### src/rtl/pc_gen.sv
// -----------------------------------------------------------------------------
// pc_gen -- program counter / fetch-address generator for the RV32 core.
//
// Holds the architectural fetch PC. It steps by 4 when fetch accepts, and it
// applies trap, mret and branch/jump redirects by fixed priority. A
// BOOT/RUN/HALT state machine gates fetch. Misaligned branch targets are
// rejected and reported.
//
// Optional feature (macro PC_HISTORY_EN): a circular history of the new PC on
// every applied redirect. When the macro is undefined, no storage is built and
// the history outputs read as zero.
//
// Ports:
//   clk, rst           clock; synchronous active-high reset
//   fetch_ready        fetch accepts the current pc this cycle
//   branch_taken/target, trap/trap_vector, mret/mepc   redirect requests
//   halt_req, resume   enter / leave HALT
//   pc                 registered fetch PC
//   fetch_valid        pc is valid for fetch (RUN only)
//   halted             high while in HALT
//   misaligned_exc     one-cycle pulse on a rejected misaligned branch
//   misaligned_addr    last rejected target (held)
//   hist_rd_idx        history read index, 0 = newest
//   hist_rd_data       history entry at hist_rd_idx (combinational)
//   hist_count         valid history entries (saturating)
// -----------------------------------------------------------------------------
module pc_gen #(
   parameter int              XLEN         = 32,
   parameter logic [XLEN-1:0] RESET_VECTOR = XLEN'(32'h8000_0000),
   parameter int              BOOT_CYCLES  = 2,
   parameter int              HIST_DEPTH   = 8
) (
   input  logic                          clk,
   input  logic                          rst,
   input  logic                          fetch_ready,
   input  logic                          branch_taken,
   input  logic [XLEN-1:0]               branch_target,
   input  logic                          trap,
   input  logic [XLEN-1:0]               trap_vector,
   input  logic                          mret,
   input  logic [XLEN-1:0]               mepc,
   input  logic                          halt_req,
   input  logic                          resume,
   output logic [XLEN-1:0]               pc,
   output logic                          fetch_valid,
   output logic                          halted,
   output logic                          misaligned_exc,
   output logic [XLEN-1:0]               misaligned_addr,
   input  logic [$clog2(HIST_DEPTH)-1:0] hist_rd_idx,
   output logic [XLEN-1:0]               hist_rd_data,
   output logic [$clog2(HIST_DEPTH):0]   hist_count
);

   localparam int IDX_W = $clog2(HIST_DEPTH);
   localparam int CNT_W = (BOOT_CYCLES > 1) ? $clog2(BOOT_CYCLES) : 1;
   localparam logic [CNT_W-1:0] BOOT_LAST = CNT_W'(BOOT_CYCLES - 1);

   typedef enum logic [1:0] {
      ST_BOOT = 2'd0,
      ST_RUN  = 2'd1,
      ST_HALT = 2'd2
   } state_t;

   // Force a target onto a 4-byte boundary.
   function automatic logic [XLEN-1:0] align4(input logic [XLEN-1:0] addr);
      return {addr[XLEN-1:2], 2'b00};
   endfunction

   // True when the address sits on a 4-byte boundary.
   function automatic logic is_aligned(input logic [XLEN-1:0] addr);
      return (addr[1:0] == 2'b00);
   endfunction

   state_t            state_r, state_s;
   logic [XLEN-1:0]   pc_r, pc_s;
   logic [CNT_W-1:0]  boot_cnt_r, boot_cnt_s;
   logic              fetch_valid_r;
   logic              halted_r;
   logic              exc_r, exc_s;
   logic [XLEN-1:0]   maddr_r, maddr_s;
   logic              rec_s;   // an applied redirect: pc_s is the new entry

   // Next-state, next-pc and exception decode.
   always_comb begin
      state_s    = state_r;
      pc_s       = pc_r;
      boot_cnt_s = boot_cnt_r;
      exc_s      = 1'b0;
      maddr_s    = maddr_r;
      rec_s      = 1'b0;
      case (state_r)
         ST_BOOT: begin
            // Requests are ignored during boot.
            if (boot_cnt_r == BOOT_LAST) begin
               state_s = ST_RUN;
            end else begin
               boot_cnt_s = boot_cnt_r + CNT_W'(1);
            end
         end
         ST_RUN: begin
            // halt_req does not block a redirect in the same cycle.
            if (halt_req) begin
               state_s = ST_HALT;
            end else begin
               state_s = ST_RUN;
            end
            if (trap) begin
               pc_s  = align4(trap_vector);
               rec_s = 1'b1;
            end else if (mret) begin
               pc_s  = align4(mepc);
               rec_s = 1'b1;
            end else if (branch_taken) begin
               if (is_aligned(branch_target)) begin
                  pc_s  = branch_target;
                  rec_s = 1'b1;
               end else begin
                  exc_s   = 1'b1;
                  maddr_s = branch_target;
               end
            end else if (fetch_ready) begin
               pc_s = pc_r + XLEN'(4);   // wraps modulo 2^XLEN
            end else begin
               pc_s = pc_r;
            end
         end
         ST_HALT: begin
            if (trap) begin
               pc_s    = align4(trap_vector);
               rec_s   = 1'b1;
               state_s = ST_RUN;
            end else if (resume) begin
               state_s = ST_RUN;
            end else begin
               state_s = ST_HALT;
            end
         end
         default: begin
            state_s = ST_BOOT;
         end
      endcase
   end

   // State, pc and registered output decodes.
   always_ff @(posedge clk) begin
      if (rst) begin
         state_r       <= ST_BOOT;
         pc_r          <= RESET_VECTOR;
         boot_cnt_r    <= '0;
         fetch_valid_r <= 1'b0;
         halted_r      <= 1'b0;
         exc_r         <= 1'b0;
         maddr_r       <= '0;
      end else begin
         state_r       <= state_s;
         pc_r          <= pc_s;
         boot_cnt_r    <= boot_cnt_s;
         fetch_valid_r <= (state_s == ST_RUN);
         halted_r      <= (state_s == ST_HALT);
         exc_r         <= exc_s;
         maddr_r       <= maddr_s;
      end
   end

   assign pc              = pc_r;
   assign fetch_valid     = fetch_valid_r;
   assign halted          = halted_r;
   assign misaligned_exc  = exc_r;
   assign misaligned_addr = maddr_r;

`ifdef PC_HISTORY_EN
   logic [XLEN-1:0]  hist_mem_r [HIST_DEPTH];
   logic [IDX_W-1:0] hist_wr_ptr_r;
   logic [IDX_W:0]   hist_count_r;
   logic [IDX_W-1:0] hist_rd_ptr_s;

   // History write pointer and saturating entry count.
   always_ff @(posedge clk) begin
      if (rst) begin
         hist_wr_ptr_r <= '0;
         hist_count_r  <= '0;
      end else if (rec_s) begin
         hist_wr_ptr_r <= hist_wr_ptr_r + IDX_W'(1);
         if (hist_count_r != (IDX_W+1)'(HIST_DEPTH)) begin
            hist_count_r <= hist_count_r + (IDX_W+1)'(1);
         end else begin
            hist_count_r <= hist_count_r;
         end
      end else begin
         hist_wr_ptr_r <= hist_wr_ptr_r;
         hist_count_r  <= hist_count_r;
      end
   end

   // History storage: the contents need no reset.
   always_ff @(posedge clk) begin
      if (rec_s) begin
         hist_mem_r[hist_wr_ptr_r] <= pc_s;
      end
   end

   // The newest entry sits one slot behind the write pointer.
   assign hist_rd_ptr_s = hist_wr_ptr_r - IDX_W'(1) - hist_rd_idx;
   assign hist_rd_data  = hist_mem_r[hist_rd_ptr_s];
   assign hist_count    = hist_count_r;
`else
   logic unused_hist_s;
   assign unused_hist_s = ^{hist_rd_idx, rec_s};
   assign hist_rd_data  = '0;
   assign hist_count    = '0;
`endif

endmodule

### config.mk
export PLATFORM = sky130hd
export DESIGN_NAME = pc_gen
export DESIGN_NICKNAME = d
export VERILOG_FILES = /design/src/rtl/pc_gen.sv
export SDC_FILE = /design/constraint.sdc
export NUM_CORES = 1
export LEC_CHECK = 0
export BUFFER_PORTS_ARGS = -buffer_cell sky130_fd_sc_hd__buf_2
export CAP_MARGIN = 20
export CORE_MARGIN = 1
export CORE_UTILIZATION = 42
export DETAILED_ROUTE_END_ITERATION = 8
export PLACE_DENSITY_LB_ADDON = 0.25
export REMOVE_ABC_BUFFERS = 1
export SLEW_MARGIN = 10
export SYNTH_ARGS = -nofsm -noshare
export SYNTH_HDL_FRONTEND = slang
export SYNTH_SLANG_ARGS = --single-unit
### constraint.sdc
create_clock -name clk -period 2 [get_ports clk]
set_clock_uncertainty 0.1 [all_clocks]
set_input_delay 0.4 -clock clk [delete_from_list [all_inputs] [get_ports clk]]
set_output_delay 0.4 -clock clk [all_outputs]
set_load 0.01 [all_outputs]
==> Word level (Yosys, flattened, before mapping) <==
Cells that the tools add are included.
{ "op_classes": {"add_sub_neg": 2, "multipliers": 0, "div": 0, "order_cmp": 0, "n_eq_ne": 7, "shift": 0, "mux": 14, "n_bitwise": 5, "n_reduce_logical": 6} }
{ "ops": {"columns": ["operator", "n"], "rows": [
  ["2-to-1 mux 32 bit", 6],
  ["case mux 32 bit (2 select lines)", 1],
  ["adder 32 x 3 -> 32 bit (second input constant)", 1],
  ["!= test 5 bit (second input constant)", 2],
  ["2-to-1 mux 2 bit", 4],
  ["case mux 2 bit (3 select lines)", 1],
  ["NOT 1 bit", 5],
  ["AND reduction 5 bit", 1],
  ["OR reduction 5 bit", 1],
  ["== test 2 x 1 -> 1 bit (second input constant)", 2],
  ["== test 2 bit (second input constant)", 2],
  ["logical NOT 2 bit", 2],
  ["AND reduction 4 bit", 1],
  ["2-to-1 mux 1 bit", 2],
  ["!= test 2 bit (second input constant)", 1],
  ["nonzero test 2 bit", 1],
  ["adder 1 bit (second input constant)", 1]
]} }
{ "word_totals": {"regBits": 70, "latch_bits": 0, "ram_bits": 0, "rom_bits": 0, "inputBits": 107, "out_inout_bits": 103, "word_cells": 41, "n_memories": 0} }

==> Logic depth before layout (Yosys ltp) <==
Gate-level depths: netlist of the first run.
{ "logic_depth": {"word_depth": 6, "ltp_mapped": 9, "ltp_nobuf": 7} }

==> Least setup slack after synthesis of the first run <==
OpenSTA, ideal clock, no wires.
{ "synth_path": {"path_kind": "flip-flop to flip-flop", "from": "register state_r[1]", "to": "register pc_r[31], in the netlist pc[31]", "setup_ns": 0.127, "t_arrival_ns": 1.943, "required_time_ns": 1.773, "slack_ns": -0.170, "stages_incl_launch_ff": 10, "path_buffers": 2, "period_less_slack_ns": 2.170, "path_cell_list": "dfxtp_1 > inv_1 > ha_1 > nor4bb_2 > o21a_1 > or3_1 > buf_2 > buf_2 > a221oi_1 > o21ai_1"} }
{ "synth_between": {"elab_chain_cells": 3, "word_cells_on_any_way": 8, "cone_classes": "eq/ne (5); mux (1); reduce/logical (2)"} }
{ "synth_rtl": {"columns": ["element", "line", "source"], "rows": [
  ["start: declaration", "74", "state_t state_r, state_s;"],
  ["start signal: assignment", "155", "state_r <= state_s;"],
  ["== test 2 x 1 -> 1 bit / == test 2 bit (equally long branches)", "91", "case (state_r)"],
  ["!= test 5 bit (no line) (tied with other cells)", null, null],
  ["AND reduction 4 bit (no line)", null, null],
  ["end signal: assignment", "156", "pc_r <= pc_s;"],
  ["end: declaration", "75", "logic [XLEN-1:0] pc_r, pc_s;"]
]} }
Parallel ways exist; a longest one is shown, timed or not.
A chain may end at the register's enable or synchronous reset.

==> Worst setup path after layout of the first run <==
{ "layout_path": {"from": "register state_r[1]", "to": "register pc_r[16], in the netlist pc[16]"} }
The elaborated chain is that of the path after synthesis.

==> results of run 1 <==
metal layers:
metal	wire, um	vias to the layer above
li1	-	2503
met1	6920	2549
met2	8370	332
met3	1400	60
met4	607	0
met5	0	-
cells in the final DEF (no fill, tap or decap), drive strengths merged, types with 5 or more instances in the layout:
| cell | synthesis | layout |
|---|---|---|
| inv | 9 | 9 |
| o21a | 6 | 6 |
| a221o | 5 | 5 |
| clkbuf | 34 | 13 |
| xnor2 | 5 | 5 |
| and4 | 5 | 5 |
| conb | 1 | 36 |
| a211o | 10 | 10 |
| o211ai | 6 | 6 |
| ha | 5 | 5 |
| a221oi | 12 | 12 |
| a211oi | 6 | 6 |
| nand3 | 17 | 17 |
| dfxtp | 70 | 70 |
| buf | 44 | 268 |
| nor3 | 17 | 18 |
| a31oi | 7 | 7 |
| mux2i | 5 | 5 |
| a21oi | 59 | 59 |
| o41ai | 6 | 6 |
| nor2 | 42 | 42 |
| nand2 | 99 | 99 |
| o21ai | 24 | 24 |
| nand2b | 7 | 7 |
| a311oi | 5 | 5 |
| nand4 | 13 | 13 |
through the flow:
step / cells / util [%] / hold slack (ps)
finish: 952 / 65.7 / 184
global route: 952 / 65.7 / 181
CTS: 941 / 62.3 / 175
detailed placement: 909 / 57.1 / 345
global placement: 909 / 57.1 / 339
floorplan: 533 / - / 358
synthesized netlist by cell type, drive strengths merged, types with 4 or more instances:
cell / number
nand2: 99
dfxtp: 70
a21oi: 59
buf: 44
nor2: 42
clkbuf: 34
o21ai: 24
nand3: 17
nor3: 17
nand4: 13
a221oi: 12
a211o: 10
inv: 9
a31oi: 7
nand2b: 7
a211oi: 6
o211ai: 6
o21a: 6
o41ai: 6
a221o: 5
a311oi: 5
and4: 5
ha: 5
mux2i: 5
xnor2: 5
nor2b: 4
nor4: 4
o31a: 4
o32ai: 4
or3: 4
xor2: 4
registers in the layout, summed over array words and instances, names as in the netlist:
| name | flops |
|---|---|
| boot_cnt_r | 1 |
| fetch_valid | 1 |
| halted | 1 |
| misaligned_addr | 32 |
| misaligned_exc | 1 |
| pc | 32 |
| state_r | 2 |
final cells by class:
cell class	instances	area, um^2	share of cell area, %
multi-input combinational	454	2950	45.3
timing repair buffer	269	1750	26.8
sequential	70	1410	21.6
tap	133	166	2.56
clock buffer	12	155	2.38
clock inverter	4	45.0	0.692
inverter	10	37.5	0.577
path summary, 6_finish.rpt:
path / to / slack (ps) / cells after the start
setup / recovery: pc[16] / -130 / 9
hold / removal: misaligned_addr[7] / 180 / 3
setup reg to reg: pc[16] / -130 / 9
hold reg to reg: misaligned_addr[18] / 350 / 2
worst register-to-register path: stages (launching register included):
cell      delay (ps)
dfxtp_2          350
inv_2             50
ha_4             160
nor4bb_4         150
o21a_2           130
buf_6            120
or3_4            390
buf_12           160
or3_4            360
o32ai_2           90
cell families (layout without fill, tap and decap cells):
logic type | count (synthesis) | after routing | synth area share [%]
muxes | 5 | 5 | 1.15
AOI/OAI and AO/OA | 170 | 170 | 26.5
and+or+nand+nor | 228 | 229 | 25.7
DFF | 70 | 70 | 32.3
buffers and inverters | 88 | 295 | 10.9
other | 1 | 36 | 0.0865
xor gates and xnor gates | 9 | 9 | 1.82
adders and majority gates | 5 | 5 | 1.44
power groups by stage:
stage                     combinational, mW  sequential, mW  clock (mW)
final                                  2.39            1.73        1.21
after CTS                              2.15            1.71        1.22
after global routing                   2.54            1.75        1.28
after floorplan                       0.711            1.87           0
after global placement                 1.75            1.73           0
after detailed placement               1.79            1.73           0
what timing repair did:
| action | 4_1_cts | 5_1_grt |
|---|---|---|
| gates resized for setup | 35 | 54 |
| cloned | 3 | 1 |
| setup buffers | 14 | 12 |
| pin swaps | 18 | 24 |
| endpoints found under the setup margin | 32 | 32 |
==> load_flow_metrics.sql, run 1 <==
INSERT INTO impl_metrics (metric_group, metric, value, unit) VALUES
('drt', 'first_iter_violations', '446', ''),
('setup_path', 'crit_path_slowest_cell', 'or3_4', ''),
('floorplan', 'num_rows', '36', ''),
('drt', 'wire_per_inst', '18.2', 'um'),
('logic_synthesis', 'ys_seq_elements', '70', ''),
('clocking', 'cts_max_level', '3', ''),
('power', 'clock_power_share', '22.7', '%'),
('clocking', 'number_of_buffers_created_by_cts', '9', ''),
('grt', 'number_of_antenna_violations_at_the_first_check_in_global_routing', '0', ''),
('setup_path', 'critical_path_endpoint_category', 'register', ''),
('setup_path', 'critPathTopFamily', 'simple AND/OR/NAND/NOR gates', ''),
('grt', 'grt_remaining_overflow', '0', ''),
('sta', 'timing.final.crit_share', '107', '%'),
('logic_synthesis', 'synth_area_per_cell', '7.53', 'um^2'),
('finish', 'final_nets', '926', ''),
('floorplan', 'placeableCoreArea', '0.00991', 'mm^2'),
('drt', 'route.vias.total', '5444', ''),
('floorplan', 'initial_utilization', '43.8', '%'),
('floorplan', 'ios', '210', ''),
('drt', 'drc', '0', ''),
('drt', 'final_antenna_net_count', '0', ''),
('clocking', 'clk_root_buffer_cell', 'clkbuf_8', ''),
('status', 'run_status', 'complete, but fails checks', ''),
('logic_synthesis', 'synth_enable_flop_cells', '0', ''),
('status', 'failed_checks', 'negative setup slack', ''),
('setup_path', 'cpMostUsedCell', 'or3_4', ''),
('grt', 'first_global_vias', '5250', ''),
('sta', 'slew_viol_final', '0', ''),
('placement', 'routability_congestion', '0.889', ''),
('placement', 'dp_hpwl', '11700', 'um'),
('floorplan', 'die_y', '104', 'um'),
('power', 'seq_power_share', '32.4', '%'),
('sta', 'setup_viol', '18', ''),
('sta', 'grt_setup_unrepaired', 'yes', ''),
('grt', 'groute.layer.met3.usage', '6.36', '%'),
('setup_path', 'cpPeakStageDelay', '390', 'ps'),
('clocking', 'cts.clk_slew.worst_paths', '80', 'ps'),
('power', 'ir_worst_vdd', '403', 'uV'),
('logic_synthesis', 'post_synth_inst_count', '576', ''),
('finish', 'finish.instance_area', '0.00651', 'mm^2'),
('placement', 'place_ws', '-557', 'ps'),
('drt', 'route.final.wire_length', '17300', 'um'),
('power', 'power.switching', '1.97', 'mW'),
('setup_path', 'critPathLaunch', 'state_r[1]', ''),
('grt', 'grt_use_total', '30.6', '%'),
('sta', 'post-route-worst-setup-slack', '-132', 'ps'),
('placement', 'placement.cell_area', '0.00566', 'mm^2'),
('run', 'max_cap_violations', '0', ''),
('grt', 'grt_pass1_wl', '26300', 'um'),
('setup_path', 'worstPathBufferInverterCount', '3', ''),
('setup_path', 'timing_worst_setup_path_type', 'register to register', ''),
('clocking', 'clock_path_buffers', '2', ''),
('power', 'power_report.internal_total', '3.36', 'mW'),
('setup_path', 'worstPathRequired', '2170', 'ps'),
('setup_path', 'highest_fanout_seen_on_the_critical_path', '5', ''),
('floorplan', 'chip_width', '104', 'um'),
('logic_synthesis', 'asyncSetResetFlopFracSynth', '0', '%'),
('logic_synthesis', 'yosysWarningCount', '0', ''),
('grt', 'grt_use_met2', '51.6', '%'),
('power', 'p_per_area', '819', 'mW/mm^2'),
('power', 'combPwrFrac', '44.9', '%'),
('finish', 'drive_gt1_share', '42.9', '%'),
('power', 'static-leakage-power', '2.90', 'nW'),
('setup_path', 'worst_r2r_startpoint', 'state_r[1]', ''),
('logic_synthesis', 'synth.largest_area_cell', 'dfxtp_1', ''),
('logic_synthesis', 'cell_area_after_synthesis', '0.00434', 'mm^2'),
('logic_synthesis', 'synth_flop_cell', 'dfxtp_1', ''),
('finish', 'synthToLayoutAreaGrowth', '50.1', '%'),
('grt', 'globalRoute.busiestLayer', 'met2', ''),
('setup_path', 'timing.critical_path.from_type', 'register', ''),
('logic_synthesis', 'seq_area_frac_synth', '32.3', '%');
(Power assumes the default switching activity.)
==> run 2: changes to the inputs <==
--- a/config.mk
+++ b/config.mk
@@ -12,6 +12,7 @@
 export DETAILED_ROUTE_END_ITERATION = 8
 export PLACE_DENSITY_LB_ADDON = 0.25
 export REMOVE_ABC_BUFFERS = 1
+export SKIP_LAST_GASP = 1
 export SLEW_MARGIN = 10
 export SYNTH_ARGS = -nofsm -noshare
 export SYNTH_HDL_FRONTEND = slang
==> constraint.sdc (replaced) <==
create_clock -name clk -period 1.9 [get_ports clk]
set_clock_uncertainty 0.1 [all_clocks]
set_input_delay 0.38 -clock clk [delete_from_list [all_inputs] [get_ports clk]]
set_output_delay 0.38 -clock clk [all_outputs]
set_load 0.01 [all_outputs]
==> run 2 against run 1 <==
Setup slack got worse by 100 ps. The run still ends with negative setup slack left. Core utilization grew 0.47 points. Global-route usage up 1.3 points. Non-clock buffer count up 12. Die area did not move. Via count shrank 1.3%. Critical path depth stayed put. Highest routed layer unchanged.
==> load_flow_metrics.sql, run 2 (synthesized netlist as in run 1, its figures left out) <==
INSERT INTO impl_metrics (metric_group, metric, value, unit) VALUES
('drt', 'first_iter_violations', '329', ''),
('sta', 'timing.final.crit_share', '112', '%'),
('hold_path', 'class_of_the_tightest_hold_or_removal_check', 'input pin to register', ''),
('setup_path', 'reg2reg_capture_point', 'pc[26]', ''),
('power', 'power_report.internal_total', '3.45', 'mW'),
('grt', 'number_of_antenna_violations_at_the_first_check_in_global_routing', '0', ''),
('grt', 'first_global_vias', '5383', ''),
('sta', 'slew_viol_final', '0', ''),
('power', 'clock_power_share', '20.7', '%'),
('setup_path', 'critical_path_arrival', '2310', 'ps'),
('sta', 'report.final.hold_viol_count', '0', ''),
('placement', 'place_ws', '-662', 'ps'),
('sta', 'fmaxAchievable', '469', 'MHz'),
('finish', 'num_antenna_cells', '0', ''),
('sta', 'post-route-worst-setup-slack', '-232', 'ps'),
('hold_path', 'hp-start', 'branch_target[28]', ''),
('power', 'ir_worst_vdd', '416', 'uV'),
('clocking', 'holdBufCountCts', '0', ''),
('placement', 'routability_congestion', '0.888', ''),
('setup_path', 'critical_path_endpoint_category', 'register', ''),
('placement', 'dp_hpwl', '11900', 'um'),
('clocking', 'clock_tree_from_tritoncts', 'yes', ''),
('finish', 'drive_gt1_share', '43.4', '%'),
('drt', 'wire_per_inst', '17.7', 'um'),
('floorplan', 'ios', '210', ''),
('power', 'seq_power_share', '33.2', '%'),
('drt', 'final_antenna_net_count', '0', ''),
('sta', 'period_minus_slack', '2130', 'ps'),
('setup_path', 'worstPathRequired', '2070', 'ps'),
('finish', 'finish.instance_area', '0.00656', 'mm^2'),
('clocking', 'clock_path_buffers', '2', ''),
('run', 'max_cap_violations', '0', ''),
('placement', 'io_buffer_count', '166', ''),
('setup_path', 'r2r.worst_path.cells', '9', ''),
('grt', 'grt_remaining_overflow', '0', ''),
('power', 'combPwrFrac', '46.1', '%'),
('drt', 'route.vias.total', '5372', ''),
('setup_path', 'timing.critical_path.from_type', 'register', ''),
('floorplan', 'initial_utilization', '43.8', '%'),
('drt', 'route.final.wire_length', '17000', 'um'),
('setup_path', 'timing_worst_setup_path_type', 'register to register', ''),
('finish', 'synthToLayoutAreaGrowth', '51.2', '%'),
('finish', 'layout_commonest_cell', 'buf_2', ''),
('sta', 'setup_viol', '30', ''),
('clocking', 'worstSkewPairLatency', '350', 'ps'),
('status', 'run_status', 'complete, but fails checks', ''),
('clocking', 'cts_max_level', '3', ''),
('grt', 'grt_use_total', '31.9', '%'),
('sta', 'whs', '174', 'ps'),
('power', 'power.switching', '2.01', 'mW'),
('hold_path', 'min_to', 'misaligned_addr[28]', ''),
('clocking', 'cts.clk_slew.worst_paths', '80', 'ps'),
('clocking', 'number_of_buffers_created_by_cts', '9', ''),
('clocking', 'clock_sinks', '70', ''),
('setup_path', 'worst_r2r_startpoint', 'state_r[1]', ''),
('placement', 'placement.cell_area', '0.00576', 'mm^2'),
('setup_path', 'highest_fanout_seen_on_the_critical_path', '8', ''),
('power', 'static-leakage-power', '2.93', 'nW'),
('hold_path', 'min_delay_path_depth', '3', ''),
('power', 'power_consumption', '5.46', 'mW'),
('floorplan', 'die_area', '0.0107', 'mm^2'),
('finish', 'multi_input_area', '0.00291', 'mm^2'),
('floorplan', 'placeableCoreArea', '0.00991', 'mm^2'),
('floorplan', 'die_y', '104', 'um'),
('floorplan', 'chip_width', '104', 'um'),
('sta', 'grt_setup_unrepaired', 'yes', ''),
('power', 'sw_frac_of_total', '36.8', '%'),
('status', 'failed_checks', 'negative setup slack', ''),
('clocking', 'clk_root_buffer_cell', 'clkbuf_8', ''),
('finish', 'layout.area.seq', '0.00141', 'mm^2'),
('drt', 'drc', '0', ''),
('floorplan', 'num_rows', '36', ''),
('drt', 'via_per_inst', '5.58', ''),
('power', 'p_per_area', '832', 'mW/mm^2'),
('grt', 'grt_pass1_wl', '27200', 'um'),
('finish', 'final_nets', '938', ''),
('finish', 'layout.cells.most_common_list', 'buf_2 (166), nand2_1 (98), buf_4 (90)', ''),
('drt', 'firstDrtPassIters', '5', ''),
('finish', 'nFillCells', '850', ''),
('grt', 'grt_max_degree', '36', ''),
('setup_path', 'regToRegSetupSlack', '-230', 'ps');
## run 2: power by group through the flow
stage | clock network [mW] | registers, mW | logic, mW
after floorplan | 0 | 1.97 | 0.749
after global placement | 0 | 1.81 | 1.88
after detailed placement | 0 | 1.81 | 1.93
after CTS | 1.15 | 1.80 | 2.28
after global routing | 1.22 | 1.83 | 2.68
final | 1.13 | 1.81 | 2.52
## run 2: final cells by class
cell class	count	area share (%)
multi-input combinational	454	44.3
timing repair buffer	281	28.3
sequential	70	21.5
clock buffer	13	2.58
tap	133	2.54
inverter	10	0.611
clock inverter	1	0.0763
## run 2: repair_timing
item,4_1_cts,5_1_grt
setup buffers,19,8
gates resized for setup,63,25
gates cloned,2,0
setup endpoints to repair,53,32
pin swaps,35,14
## run 2: critical path, cell delays in order (launching register included)
cell and delay [ps]:
dfxtp_2 350, inv_2 50, ha_4 150, nor4bb_4 150
o21a_2 140, buf_6 120, or3_4 430, buf_8 160
a211o_1 240, a31oi_1 160
## run 2: metal layers
| layer | track usage [%] | wire, um | vias up | share of wire, % |
|---|---|---|---|---|
| met1 | 38.3 | 6750 | 2537 | 40 |
| met3 | 6.36 | 1360 | 40 | 8.0 |
| li1 | - | - | 2523 | - |
| met5 | 0 | 0 | - | 0 |
| met2 | 54.6 | 8370 | 272 | 49 |
| met4 | 14.5 | 529 | 0 | 3.1 |
## run 2: metrics by stage
| step | setup TNS, ps | cells | utilization [%] |
|---|---|---|---|
| floorplan | -43310 | 533 | - |
| global placement | -11330 | 921 | 58.1 |
| detailed placement | -14660 | 921 | 58.1 |
| CTS | -2220 | 954 | 64.3 |
| global route | -6330 | 962 | 66.2 |
| finish | -4170 | 962 | 66.2 |
## run 2: how the worst max path moves through the flow
| stage | from | end | slack [ps] | depth (start not counted) |
|---|---|---|---|---|
| 2_1_floorplan | state_r[1] | pc[23] | -960 | 7 |
| 3_3_place_gp | state_r[1] | pc[14] | -540 | 7 |
| 3_5_place_dp | state_r[1] | pc[14] | -660 | 7 |
| 4_1_cts | pc[24] | pc[31] | -140 | 5 |
| 5_1_grt | state_r[1] | pc[11] | -290 | 11 |
| 6_report | state_r[1] | pc[26] | -230 | 9 |
==> run 3: changes to the inputs <==
--- a/config.mk
+++ b/config.mk
@@ -8,7 +8,7 @@
 export BUFFER_PORTS_ARGS = -buffer_cell sky130_fd_sc_hd__buf_2
 export CAP_MARGIN = 20
 export CORE_MARGIN = 1
-export CORE_UTILIZATION = 42
+export CORE_UTILIZATION = 47
 export DETAILED_ROUTE_END_ITERATION = 8
 export PLACE_DENSITY_LB_ADDON = 0.25
 export REMOVE_ABC_BUFFERS = 1
==> constraint.sdc (replaced) <==
create_clock -name clk -period 2.28 [get_ports clk]
set_clock_uncertainty 0.1 [all_clocks]
set_input_delay 0.456 -clock clk [delete_from_list [all_inputs] [get_ports clk]]
set_output_delay 0.456 -clock clk [all_outputs]
set_load 0.01 [all_outputs]
==> run 3 against run 2 <==
The run ends with design-rule violations left. Critical path type unchanged. Die area down 10%. Combinational power is 37% lower. Core utilization increased by 0.19 points. Clock-buffer cell count is the same. Maximum frequency decreased by 3.1%. Hold slack improved by 63 ps. Sequential power decreased by 15%. Highest routed layer unchanged.
==> load_flow_metrics.sql, run 3 (synthesized netlist as in run 1, its figures left out) <==
INSERT INTO impl_metrics (metric_group, metric, value, unit) VALUES
('finish', 'utilization', '66.4', '%'),
('status', 'failed_checks', 'design-rule violations', ''),
('clocking', 'clock_tree_from_tritoncts', 'yes', ''),
('power', 'sw_frac_of_total', '34.8', '%'),
('clocking', 'cts_max_level', '3', ''),
('hold_path', 'class_of_the_tightest_hold_or_removal_check', 'input pin to register', ''),
('floorplan', 'die_area', '0.00961', 'mm^2'),
('drt', 'wire_per_inst', '17.1', 'um'),
('power', 'seq_power_share', '34.6', '%'),
('sta', 'slew_viol_final', '0', ''),
('status', 'run_status', 'complete, but fails checks', ''),
('clocking', 'clock_sinks', '70', ''),
('finish', 'layout_commonest_cell', 'buf_2', ''),
('setup_path', 'worstPathRequired', '2450', 'ps'),
('power', 'static-leakage-power', '2.59', 'nW'),
('finish', 'layout.cells.most_common_list', 'buf_2 (166), nand2_1 (99), dfxtp_1 (69)', ''),
('sta', 'finalSetupTns', '0', 'ps'),
('grt', 'grt_max_degree', '38', ''),
('floorplan', 'placeableCoreArea', '0.00881', 'mm^2'),
('sta', 'report.final.hold_viol_count', '0', ''),
('clocking', 'worstSkewPairLatency', '360', 'ps'),
('clocking', 'number_of_buffers_created_by_cts', '9', ''),
('finish', 'nFillCells', '787', ''),
('drt', 'route.vias.total', '5068', ''),
('hold_path', 'hp-start', 'branch_target[2]', ''),
('floorplan', 'die_y', '98.1', 'um'),
('clocking', 'clock_path_buffers', '2', ''),
('setup_path', 'worst_r2r_startpoint', 'state_r[1]', ''),
('grt', 'first_global_vias', '4917', ''),
('finish', 'layout.area.seq', '0.00140', 'mm^2'),
('sta', 'setup_viol', '0', ''),
('finish', 'drive_gt1_share', '34.1', '%'),
('drt', 'firstDrtPassIters', '7', ''),
('finish', 'synthToLayoutAreaGrowth', '34.7', '%'),
('grt', 'grt_pass1_wl', '24200', 'um'),
('drt', 'route.final.wire_length', '15200', 'um'),
('drt', 'via_per_inst', '5.73', ''),
('grt', 'number_of_antenna_violations_at_the_first_check_in_global_routing', '0', ''),
('sta', 'slew_headroom', '46.2', '%'),
('sta', 'fmaxAchievable', '455', 'MHz'),
('run', 'max_cap_violations', '0', ''),
('sta', 'worst_slew_pin_slew', '807', 'ps'),
('sta', 'period_minus_slack', '2200', 'ps'),
('setup_path', 'critical_path_arrival', '2370', 'ps'),
('power', 'power_report.internal_total', '2.88', 'mW'),
('setup_path', 'timing_worst_setup_path_type', 'register to register', ''),
('placement', 'routability_congestion', '0.919', ''),
('placement', 'dp_hpwl', '11000', 'um'),
('floorplan', 'chip_width', '98.1', 'um'),
('power', 'ir_worst_vdd', '386', 'uV'),
('finish', 'finish.cell_count_without_fillers', '884', ''),
('sta', 'whs', '238', 'ps'),
('grt', 'grt_use_total', '31.8', '%'),
('drt', 'drc', '15', ''),
('setup_path', 'critPathLaunch', 'state_r[1]', ''),
('placement', 'place_ws', '-279', 'ps'),
('finish', 'multi_input_area', '0.00268', 'mm^2'),
('sta', 'timing.final.crit_share', '96.5', '%'),
('clocking', 'clk_root_buffer_cell', 'clkbuf_8', ''),
('floorplan', 'initial_utilization', '49.2', '%'),
('setup_path', 'highest_fanout_seen_on_the_critical_path', '9', ''),
('grt', 'grt_remaining_overflow', '0', ''),
('drt', 'first_iter_violations', '277', ''),
('finish', 'final_nets', '883', ''),
('setup_path', 'timing.critical_path.from_type', 'register', ''),
('drt', 'final_antenna_net_count', '0', ''),
('power', 'power.switching', '1.53', 'mW'),
('placement', 'io_buffer_count', '166', ''),
('floorplan', 'num_rows', '34', ''),
('sta', 'post-route-worst-setup-slack', '80.8', 'ps'),
('placement', 'placed_cells_incl_taps', '861', ''),
('floorplan', 'ios', '210', ''),
('finish', 'num_antenna_cells', '0', ''),
('power', 'p_per_area', '756', 'mW/mm^2'),
('power', 'combPwrFrac', '36.2', '%'),
('setup_path', 'critical_path_endpoint_category', 'register', ''),
('power', 'clock_power_share', '29.2', '%'),
('clocking', 'cts.clk_slew.worst_paths', '80', 'ps');
[run 3: metrics by stage]
step           area [um^2]  total power, mW
2_1_floorplan         4030             2.27
3_3_place_gp          5470             2.94
3_5_place_dp          5470             2.99
4_1_cts               5790             4.37
5_1_grt               5840             4.63
6_report              5840             4.42
[run 3: worst paths after layout]
kind	endpoint	slack [ps]	cells after the start
min	misaligned_addr[2]	240	3
max reg2reg	pc[16]	80	9
min reg2reg	misaligned_addr[30]	350	2
max	pc[16]	80	9
[run 3: per-layer routing]
layer  track usage, %  vias up  wire (um)
met3             6.87       33       1150
li1                 -     2405          -
met4             15.5        0        366
met5                0        -          0
met1             38.2     2371       6260
met2             53.9      259       7380
[run 3: worst max-delay path, stage by stage (launching register included)]
cell and delay [ps]:
dfxtp_2 330, inv_1 50, ha_1 180, nor4bb_2 180
o21a_2 130, buf_4 150, or3_4 400, buf_6 150
or3_1 350, o32ai_2 90
[run 3: power groups by stage]
| stage | combinational, mW | clock, mW | sequential (mW) |
|---|---|---|---|
| finish | 1.60 | 1.29 | 1.53 |
| global route | 1.73 | 1.35 | 1.55 |
| CTS | 1.55 | 1.30 | 1.52 |
| detailed placement | 1.44 | 0 | 1.55 |
| global placement | 1.40 | 0 | 1.54 |
| floorplan | 0.624 | 0 | 1.64 |
[run 3: final cells by class]
cell class,count,share of cell area (%)
Inverter,10,0.642
Timing Repair Buffer,226,22.8
Clock inverter,3,1.54
Clock buffer,13,2.72
Multi-Input combinational cell,454,45.9
Tap cell,108,2.31
Sequential cell,70,24.0
[run 3: what timing repair did]
action / 4_1_cts / 5_1_grt
gates resized for setup: 7 / 6
setup endpoints to repair: 20 / 14
pin swaps: 2 / 2
endpoints found under the hold margin: 0 / 0
buffers inserted: 4 / 2
gates cloned: 1 / 0
hold buffers: 0 / 0
